**src/rtl/regfile_wb_arbiter_pkg.sv**
```systemverilog
// Shared CPU defines for the writeback path: default widths, zero-register
// and zero-word constants, and the round-robin pointer encoding.
package regfile_wb_arbiter_pkg;

  localparam int DATA_W_DEF = 32;
  localparam int ADDR_W_DEF = 5;

  // Register 0 is hard-wired; the zero word is the reset value of the write port.
  localparam int unsigned ZERO_REG_IDX  = 0;
  localparam int unsigned ZERO_WORD_VAL = 0;

  typedef enum logic {
    RR_REQ0 = 1'b0,
    RR_REQ1 = 1'b1
  } rr_ptr_e;

endpackage

```
**src/rtl/regfile_wb_arbiter_rr_arb2.sv**
```systemverilog
// Two-way round-robin selector with an age override for same-register entries.
module wb_rr_arb2
  import regfile_wb_arbiter_pkg::*;
(
  input  logic       valid0_i,
  input  logic       valid1_i,
  input  logic       addr_eq_i,
  input  logic       old1_i,
  input  rr_ptr_e    ptr_i,
  output logic [1:0] gnt_o
);

  logic pick1;

  // NOTE: every output of a combinational block gets a default first, so no path leaves it unassigned and no latch is inferred.
  always_comb begin
    gnt_o = 2'b00;
    pick1 = 1'b0;
    if (valid0_i && valid1_i) begin
      // Writes to the same register must land in arrival order.
      pick1 = addr_eq_i ? old1_i : (ptr_i == RR_REQ1);
      gnt_o = pick1 ? 2'b10 : 2'b01;
    end else begin
      gnt_o = {valid1_i, valid0_i};
    end
  end

endmodule

```
**src/rtl/regfile_wb_arbiter.sv**
```systemverilog
// Register-file writeback arbiter: two one-entry holding registers feeding one write port.
// Optional read-hazard comparators are built when REGFILE_WB_ARB_SCOREBOARD_EN is defined.
module regfile_wb_arbiter
  import regfile_wb_arbiter_pkg::*;
#(
  parameter int DATA_W = DATA_W_DEF,
  parameter int ADDR_W = ADDR_W_DEF
) (
  input  logic              clk,
  input  logic              rst,
  input  logic              req0_valid_i,
  output logic              req0_ready_o,
  input  logic [ADDR_W-1:0] req0_addr_i,
  input  logic [DATA_W-1:0] req0_data_i,
  input  logic              req1_valid_i,
  output logic              req1_ready_o,
  input  logic [ADDR_W-1:0] req1_addr_i,
  input  logic [DATA_W-1:0] req1_data_i,
  output logic              we_o,
  output logic [ADDR_W-1:0] waddr_o,
  output logic [DATA_W-1:0] wdata_o,
  input  logic [ADDR_W-1:0] raddr1_i,
  input  logic [ADDR_W-1:0] raddr2_i,
  output logic              hz1_o,
  output logic              hz2_o
);

  localparam logic [ADDR_W-1:0] ZERO_ADDR = ADDR_W'(ZERO_REG_IDX);
  localparam logic [DATA_W-1:0] ZERO_WORD = DATA_W'(ZERO_WORD_VAL);

  logic              hold0_valid_q, hold0_valid_d, hold1_valid_q, hold1_valid_d;
  logic [ADDR_W-1:0] hold0_addr_q, hold1_addr_q;
  logic [DATA_W-1:0] hold0_data_q, hold1_data_q;
  logic              old1_q, old1_d;
  rr_ptr_e           ptr_q, ptr_d;
  logic              we_q, we_d;
  logic [ADDR_W-1:0] waddr_q, waddr_d;
  logic [DATA_W-1:0] wdata_q, wdata_d;

  logic [1:0]        gnt;
  logic              acc0, acc1, ret0, ret1, addr_eq;
  logic [ADDR_W-1:0] gnt_addr;
  logic [DATA_W-1:0] gnt_data;

  wb_rr_arb2 u_arb (
    .valid0_i  (hold0_valid_q),
    .valid1_i  (hold1_valid_q),
    .addr_eq_i (addr_eq),
    .old1_i    (old1_q),
    .ptr_i     (ptr_q),
    .gnt_o     (gnt)
  );

  assign addr_eq = (hold0_addr_q == hold1_addr_q) && (hold0_addr_q != ZERO_ADDR);

  // A granted entry frees its slot on the same edge, so it can be refilled at once.
  assign req0_ready_o = rst && (!hold0_valid_q || gnt[0]);
  assign req1_ready_o = rst && (!hold1_valid_q || gnt[1]);
  assign acc0 = req0_valid_i && req0_ready_o;
  assign acc1 = req1_valid_i && req1_ready_o;
  assign ret0 = hold0_valid_q && !gnt[0];
  assign ret1 = hold1_valid_q && !gnt[1];

  assign gnt_addr = gnt[1] ? hold1_addr_q : hold0_addr_q;
  assign gnt_data = gnt[1] ? hold1_data_q : hold0_data_q;

  always_comb begin
    hold0_valid_d = acc0 || ret0;
    hold1_valid_d = acc1 || ret1;
    // Entry 1 is older only if it stays put while entry 0 is new or gone.
    old1_d  = (ret0 && ret1) ? old1_q : (ret1 && !ret0);
    ptr_d   = ptr_q;
    we_d    = 1'b0;
    waddr_d = waddr_q;
    wdata_d = wdata_q;
    if (gnt[0]) begin
      ptr_d = RR_REQ1;
    end else if (gnt[1]) begin
      ptr_d = RR_REQ0;
    end
    if ((gnt != 2'b00) && (gnt_addr != ZERO_ADDR)) begin
      we_d    = 1'b1;
      waddr_d = gnt_addr;
      wdata_d = gnt_data;
    end
  end

  // NOTE: sequential state uses non-blocking assignments so every flop samples pre-edge values.
  always_ff @(posedge clk or negedge rst) begin
    if (!rst) begin
      hold0_valid_q <= 1'b0;
      hold1_valid_q <= 1'b0;
      old1_q        <= 1'b0;
      ptr_q         <= RR_REQ0;
      we_q          <= 1'b0;
      waddr_q       <= ZERO_ADDR;
      wdata_q       <= ZERO_WORD;
    end else begin
      hold0_valid_q <= hold0_valid_d;
      hold1_valid_q <= hold1_valid_d;
      old1_q        <= old1_d;
      ptr_q         <= ptr_d;
      we_q          <= we_d;
      waddr_q       <= waddr_d;
      wdata_q       <= wdata_d;
    end
  end

  // NOTE: holding payloads carry no reset; they are only observed while their valid flag is set.
  always_ff @(posedge clk) begin
    if (acc0) begin
      hold0_addr_q <= req0_addr_i;
      hold0_data_q <= req0_data_i;
    end
    if (acc1) begin
      hold1_addr_q <= req1_addr_i;
      hold1_data_q <= req1_data_i;
    end
  end

  assign we_o    = we_q;
  assign waddr_o = waddr_q;
  assign wdata_o = wdata_q;

`ifdef REGFILE_WB_ARB_SCOREBOARD_EN
  // The output stage is excluded: the register file forwards same-cycle writes.
  assign hz1_o = (raddr1_i != ZERO_ADDR) &&
                 ((hold0_valid_q && (hold0_addr_q == raddr1_i)) ||
                  (hold1_valid_q && (hold1_addr_q == raddr1_i)));
  assign hz2_o = (raddr2_i != ZERO_ADDR) &&
                 ((hold0_valid_q && (hold0_addr_q == raddr2_i)) ||
                  (hold1_valid_q && (hold1_addr_q == raddr2_i)));
`else
  logic unused_raddr;
  assign unused_raddr = ^{raddr1_i, raddr2_i};
  assign hz1_o = 1'b0;
  assign hz2_o = 1'b0;
`endif

endmodule

```
**config.mk**
```make
export PLATFORM = sky130hd
export DESIGN_NAME = regfile_wb_arbiter
export DESIGN_NICKNAME = d
export VERILOG_FILES = /design/src/rtl/regfile_wb_arbiter_pkg.sv /design/src/rtl/regfile_wb_arbiter_rr_arb2.sv /design/src/rtl/regfile_wb_arbiter.sv
export SDC_FILE = /design/constraint.sdc
export NUM_CORES = 1
export LEC_CHECK = 0
export ABC_AREA = 1
export BUFFER_PORTS_ARGS = -buffer_cell sky130_fd_sc_hd__buf_2
export CAP_MARGIN = 30
export CORE_MARGIN = 2
export CORE_UTILIZATION = 40
export DETAILED_ROUTE_END_ITERATION = 10
export GPL_TIMING_DRIVEN = 1
export SLEW_MARGIN = 30
export SYNTH_ARGS = -nofsm -noshare
export SYNTH_HDL_FRONTEND = slang
export SYNTH_HIERARCHICAL = 1
export SYNTH_SLANG_ARGS = --single-unit
export TNS_END_PERCENT = 30
```
**constraint.sdc**
```tcl
create_clock -name clk -period 9.5 [get_ports clk]
set_input_delay 1.9 -clock clk [delete_from_list [all_inputs] [get_ports clk]]
set_output_delay 1.9 -clock clk [all_outputs]
set_load 0.1 [all_outputs]
```
=== Word-level counts from Yosys, hierarchy flattened ===
Index checks and enable logic that the tools add are counted.

* Latch bits: 0
* Bits in registers: 116
* Bits in read-only memories: 0
* Bits of input ports: 88
* Logic and storage cells: 43
* Memories: 0
* Bits in writable memories: 0
* Output and inout port bits: 42

* Mux-type cells: 8
* $lt $le $gt $ge: 0
* Multipliers: 0
* Shift operators: 0
* Bitwise logic cells: 0
* Equality and inequality tests: 1
* Add/sub/neg operators: 0
* Div/mod/pow operators: 0
* Reductions and logical operators: 23

{| class="wikitable"
|+ Operator list
! cell !! count
|-
| $mux W32 || 1
|-
| $logic_and A1 B1 Y1 || 11
|-
| $reduce_bool A5 Y1 || 2
|-
| $eq A5 B5 Y1 || 1
|-
| $logic_not A1 Y1 || 5
|-
| $mux W5 || 1
|-
| $logic_or A1 B1 Y1 || 4
|-
| $mux W1 || 4
|-
| $mux W2 || 2
|-
| $reduce_bool A2 Y1 || 1
|}

=== Depth between registers and ports, before layout ===
* Depth after elaboration: 9
* Gate-level depth with buffers: 22
* Depth with buffers taken out: 19

=== Modules after synthesis ===
Netlist, hierarchy kept.

{| class="wikitable"
|+ By module, submodules not included
! module !! instances !! area an instance (sq um) !! sequential area each (sq um) !! cells each
|-
| regfile_wb_arbiter || 1 || 4486.8 || 3273.1 || 401
|-
| wb_rr_arb2 || 1 || 52.6 || 0.0 || 13
|}

=== Least setup slack after synthesis ===
OpenSTA, ideal clock, no wires.

* Kind: input to output
* From: in rst
* To: out req0_ready_o
* Data arrival time: 3235 ps
* Stages: 2
* Required time: 7600 ps
* Buffers on the path: 0
* Path slack: 4365 ps
* Path through: inv_1 -> nor2_1

* Cells in the longest elaborated chain, start to end: 1

{| class="wikitable"
|+ Ends and longest elaborated chain
! element !! line !! source
|-
| start, declared || regfile_wb_arbiter.sv:10 || <nowiki>input logic rst,</nowiki>
|-
| $logic_and A1 B1 Y1 || regfile_wb_arbiter.sv:57 || <nowiki>assign req0_ready_o = rst && (!hold0_valid_q || gnt[0]);</nowiki>
|-
| end, declared || regfile_wb_arbiter.sv:12 || <nowiki>output logic req0_ready_o,</nowiki>
|}

Every way passes these cells.

=== Worst setup path after layout ===
Ends and elaborated chain as after synthesis.

==> qor.csv <==
stage,metric,value,unit
run_status,run status,finished clean,
critical_path,Critical Path Sink,req0_ready_o,
global_routing,first-pass GRT wire length,15.9,mm
clock_network,# clock sinks,116,
timing,Slew headroom,0.507,
die,Initial Util,0.415,
placement,PortBufs,117,
critical_path,CP top delay family,buffers and inverters,
timing,RSZ-0062 raised after global routing,no,
clock_network,cts repair resizes,0,
yosys,sequential area share after synthesis,0.721,
critical_path,Worst Path Arrival,3.27,ns
timing,"Hold Vio Cnt, Final",0,
critical_path,startpoint types,input port,
global_routing,vias in the first global route,3109,
global_routing,largest net degree at the start of global routing,44,
die,die height,111,microns
hold_path,Hold WC Path Type,flip-flop to flip-flop,
timing,worst-margin pin slew,0.736,ns
job,max-cap check violation count,0,
placement,HPWL after DPL,5.95,mm
critical_path,Crit Path Class,input port to output port,
global_routing,GRT Util Overall,0.170,
global_routing,initial antenna violation count,1,
yosys,top-area cell type share of the netlist area,0.490,
critical_path,Critical path origin,rst,
die,# rows,38,
final_layout,Area growth syn-to-layout,28.1,%
final_layout,FF+latch area,3270,sq um
yosys,#FFs+latches synth,116,
timing,Max Freq,193,MHz
critical_path,worst path required time,7.60,ns
critical_path,Worst setup EP type,output port,
clock_network,Post-CTS Setup Bufs,0,
placement,GP Congestion,0.716,
global_routing,grt ovf,0,
clock_network,CTS Hold Buffers Added,0,
critical_path,r2r startpoint,hold0_addr_q[1],
route,DRT iter0 DRCs,217,
yosys,cell taking the most area after synthesis,edfxtp_1,
yosys,mean post-synth cell area,11.0,sq um
timing,clk_skew,0.00663,ns
clock_network,clk buf depth,2,
critical_path,CP peak stage delay,0.47,ns
yosys,Netlist cell types,23,
clock_network,number of CTS-inserted buffers,17,
die,Die ar.,12200,sq um
timing,Tcrit/Tclk final,0.545,
critical_path,critical register-to-register path endpoint,waddr_o[1],
yosys,main area contributors after synthesis,"edfxtp_1, dfrtp_1, nand2_1, nand3_1, inv_1",
route,Routed Antenna Nets,0,
timing,setup TNS,0,ns
yosys,Syn Inst Count,414,
clock_network,clk_lat worst skew,0.41,ns
timing,Slew Limit Fails,0,
clock_network,CTS root buffer,clkbuf_16,
clock_network,"Reg clk slew, reported paths",0.05,ns
route,Post-Route WL,9.69,mm
timing,final setup vio count,0,
critical_path,FF-to-FF setup slack,6.08,ns
critical_path,Crit path depth,5,
route,DR vias,3140,
timing,final period demand of the worst path,5.17,ns
die,die width,111,microns
critical_path,Worst path most repeated cell,buf_2,
route,DRC,0,
route,DR WL/cell,14.0,microns
yosys,Ys Warns,6,
die,I/O pins,130,
clock_network,H-tree level count,4,
critical_path,crit-path max FO,43,
critical_path,Crit-path slowest cell,buf_4,
clock_network,CTS tree,built,
final_layout,nets,625,
final_layout,area of the multi-input gates,1090,sq um
route,Pre-antenna DRT Iters,4,
final_layout,post-layout util,0.532,
final_layout,share of layout cells above drive strength 1,0.293,
critical_path,worst path cell trace,"buf_2, buf_4, inv_1, nor2_1, buf_2",
route,vias per cell,4.54,
critical_path,r2r worst-path depth,15,
critical_path,WP buf/inv,4,
die,core area,10900,sq um
yosys,Syn Std Cell Area,4540,sq um
final_layout,fill count,987,
[per-stage QoR]
step / setup WS [ns] / hold slack (ns) / instance area [sq um] / instances
floorplan: 4.36 / 0.442 / 4540 / 415
global placement: 4.31 / 0.450 / 5240 / 658
detailed placement: 4.28 / 0.455 / 5240 / 658
CTS: 4.28 / 0.467 / 5810 / 690
global route: 4.14 / 0.487 / 5810 / 690
finish: 4.33 / 0.463 / 5820 / 691
[placed cells by master (no fill, tap or decap), types with 4 or more instances in the layout]
cell and n:
nand2_1 197, buf_2 117, edfxtp_1 74, dfrtp_1 42
nand3_1 39, clkbuf_16 17, inv_1 16, buf_4 7
nor2_1 5, o21ai_0 5, clkbuf_1 4, clkinv_2 4
[metal layers]
| layer | vias to the layer above | GRT usage | part of all wire |
|---|---|---|---|
| li1 | 1588 | - | - |
| met3 | 15 | 0.0626 | 0.066 |
| met2 | 100 | 0.272 | 0.48 |
| met5 | - | 0 | 0 |
| met1 | 1437 | 0.204 | 0.44 |
| met4 | 0 | 0.0775 | 0.014 |
[synth_stat cells]
cell / instances
clkbuf_1: 9
buf_4: 3
conb_1: 1
dfrtp_1: 42
nor2_1: 5
nor2_2: 2
xnor2_1: 1
xor2_1: 2
or2_2: 1
o21ai_0: 5
o21ai_1: 1
nor3_1: 2
buf_1: 2
nand3_1: 39
nand2_2: 2
buf_6: 4
nand2_1: 197
or2_1: 1
edfxtp_1: 74
inv_2: 1
nand3_4: 1
inv_1: 16
buf_2: 3
[cell type report]
cell class                      count  area share
Sequential cell                   116       0.563
Multi-Input combinational cell    261       0.188
Timing Repair Buffer              124       0.110
Clock buffer                       23      0.0804
Tap cell                          140      0.0301
Clock inverter                      9      0.0179
Inverter                           17      0.0110
Antenna cell                        1    0.000430
[worst min-delay path by stage]
| stage | start | to | slack (ns) | depth (start not counted) |
|---|---|---|---|---|
| 3_3_place_gp | wdata_o[29] | wdata_o[29] | 0.45 | 2 |
| 4_1_cts | wdata_o[21] | wdata_o[21] | 0.47 | 2 |
| 2_1_floorplan | ptr_q | ptr_q | 0.44 | 2 |
| 6_report | wdata_o[21] | wdata_o[21] | 0.46 | 2 |
| 3_5_place_dp | wdata_o[21] | wdata_o[21] | 0.45 | 2 |
| 5_1_grt | wdata_o[19] | wdata_o[19] | 0.49 | 2 |
[cells by family (layout without fill, tap and decap cells)]
family,Yosys count,count (layout),share of synthesized area
buf+inv,38,173,0.0413
compound gates,6,6,0.00661
xor+xnor,3,3,0.00579
other cells,1,3,0.000826
simple gates,250,250,0.224
flops,116,116,0.721
[registers in the layout, summed over array words and instances (netlist names)]
name,cells
hold0_valid_q,1
wdata_o,32
hold0_addr_q,5
hold1_valid_q,1
we_o,1
ptr_q,1
hold1_addr_q,5
waddr_o,5
old1_q,1
hold0_data_q,32
hold1_data_q,32
[tightest hold or removal path: stages, from the launching register on]
cell	delay [ns]
dfrtp_1	0.33
nand2_1	0.05
nand2_1	0.04
Power is left out: the tool's default activity adds up to more than one toggle a clock period on the data nets, which glitch-free logic cannot reach.
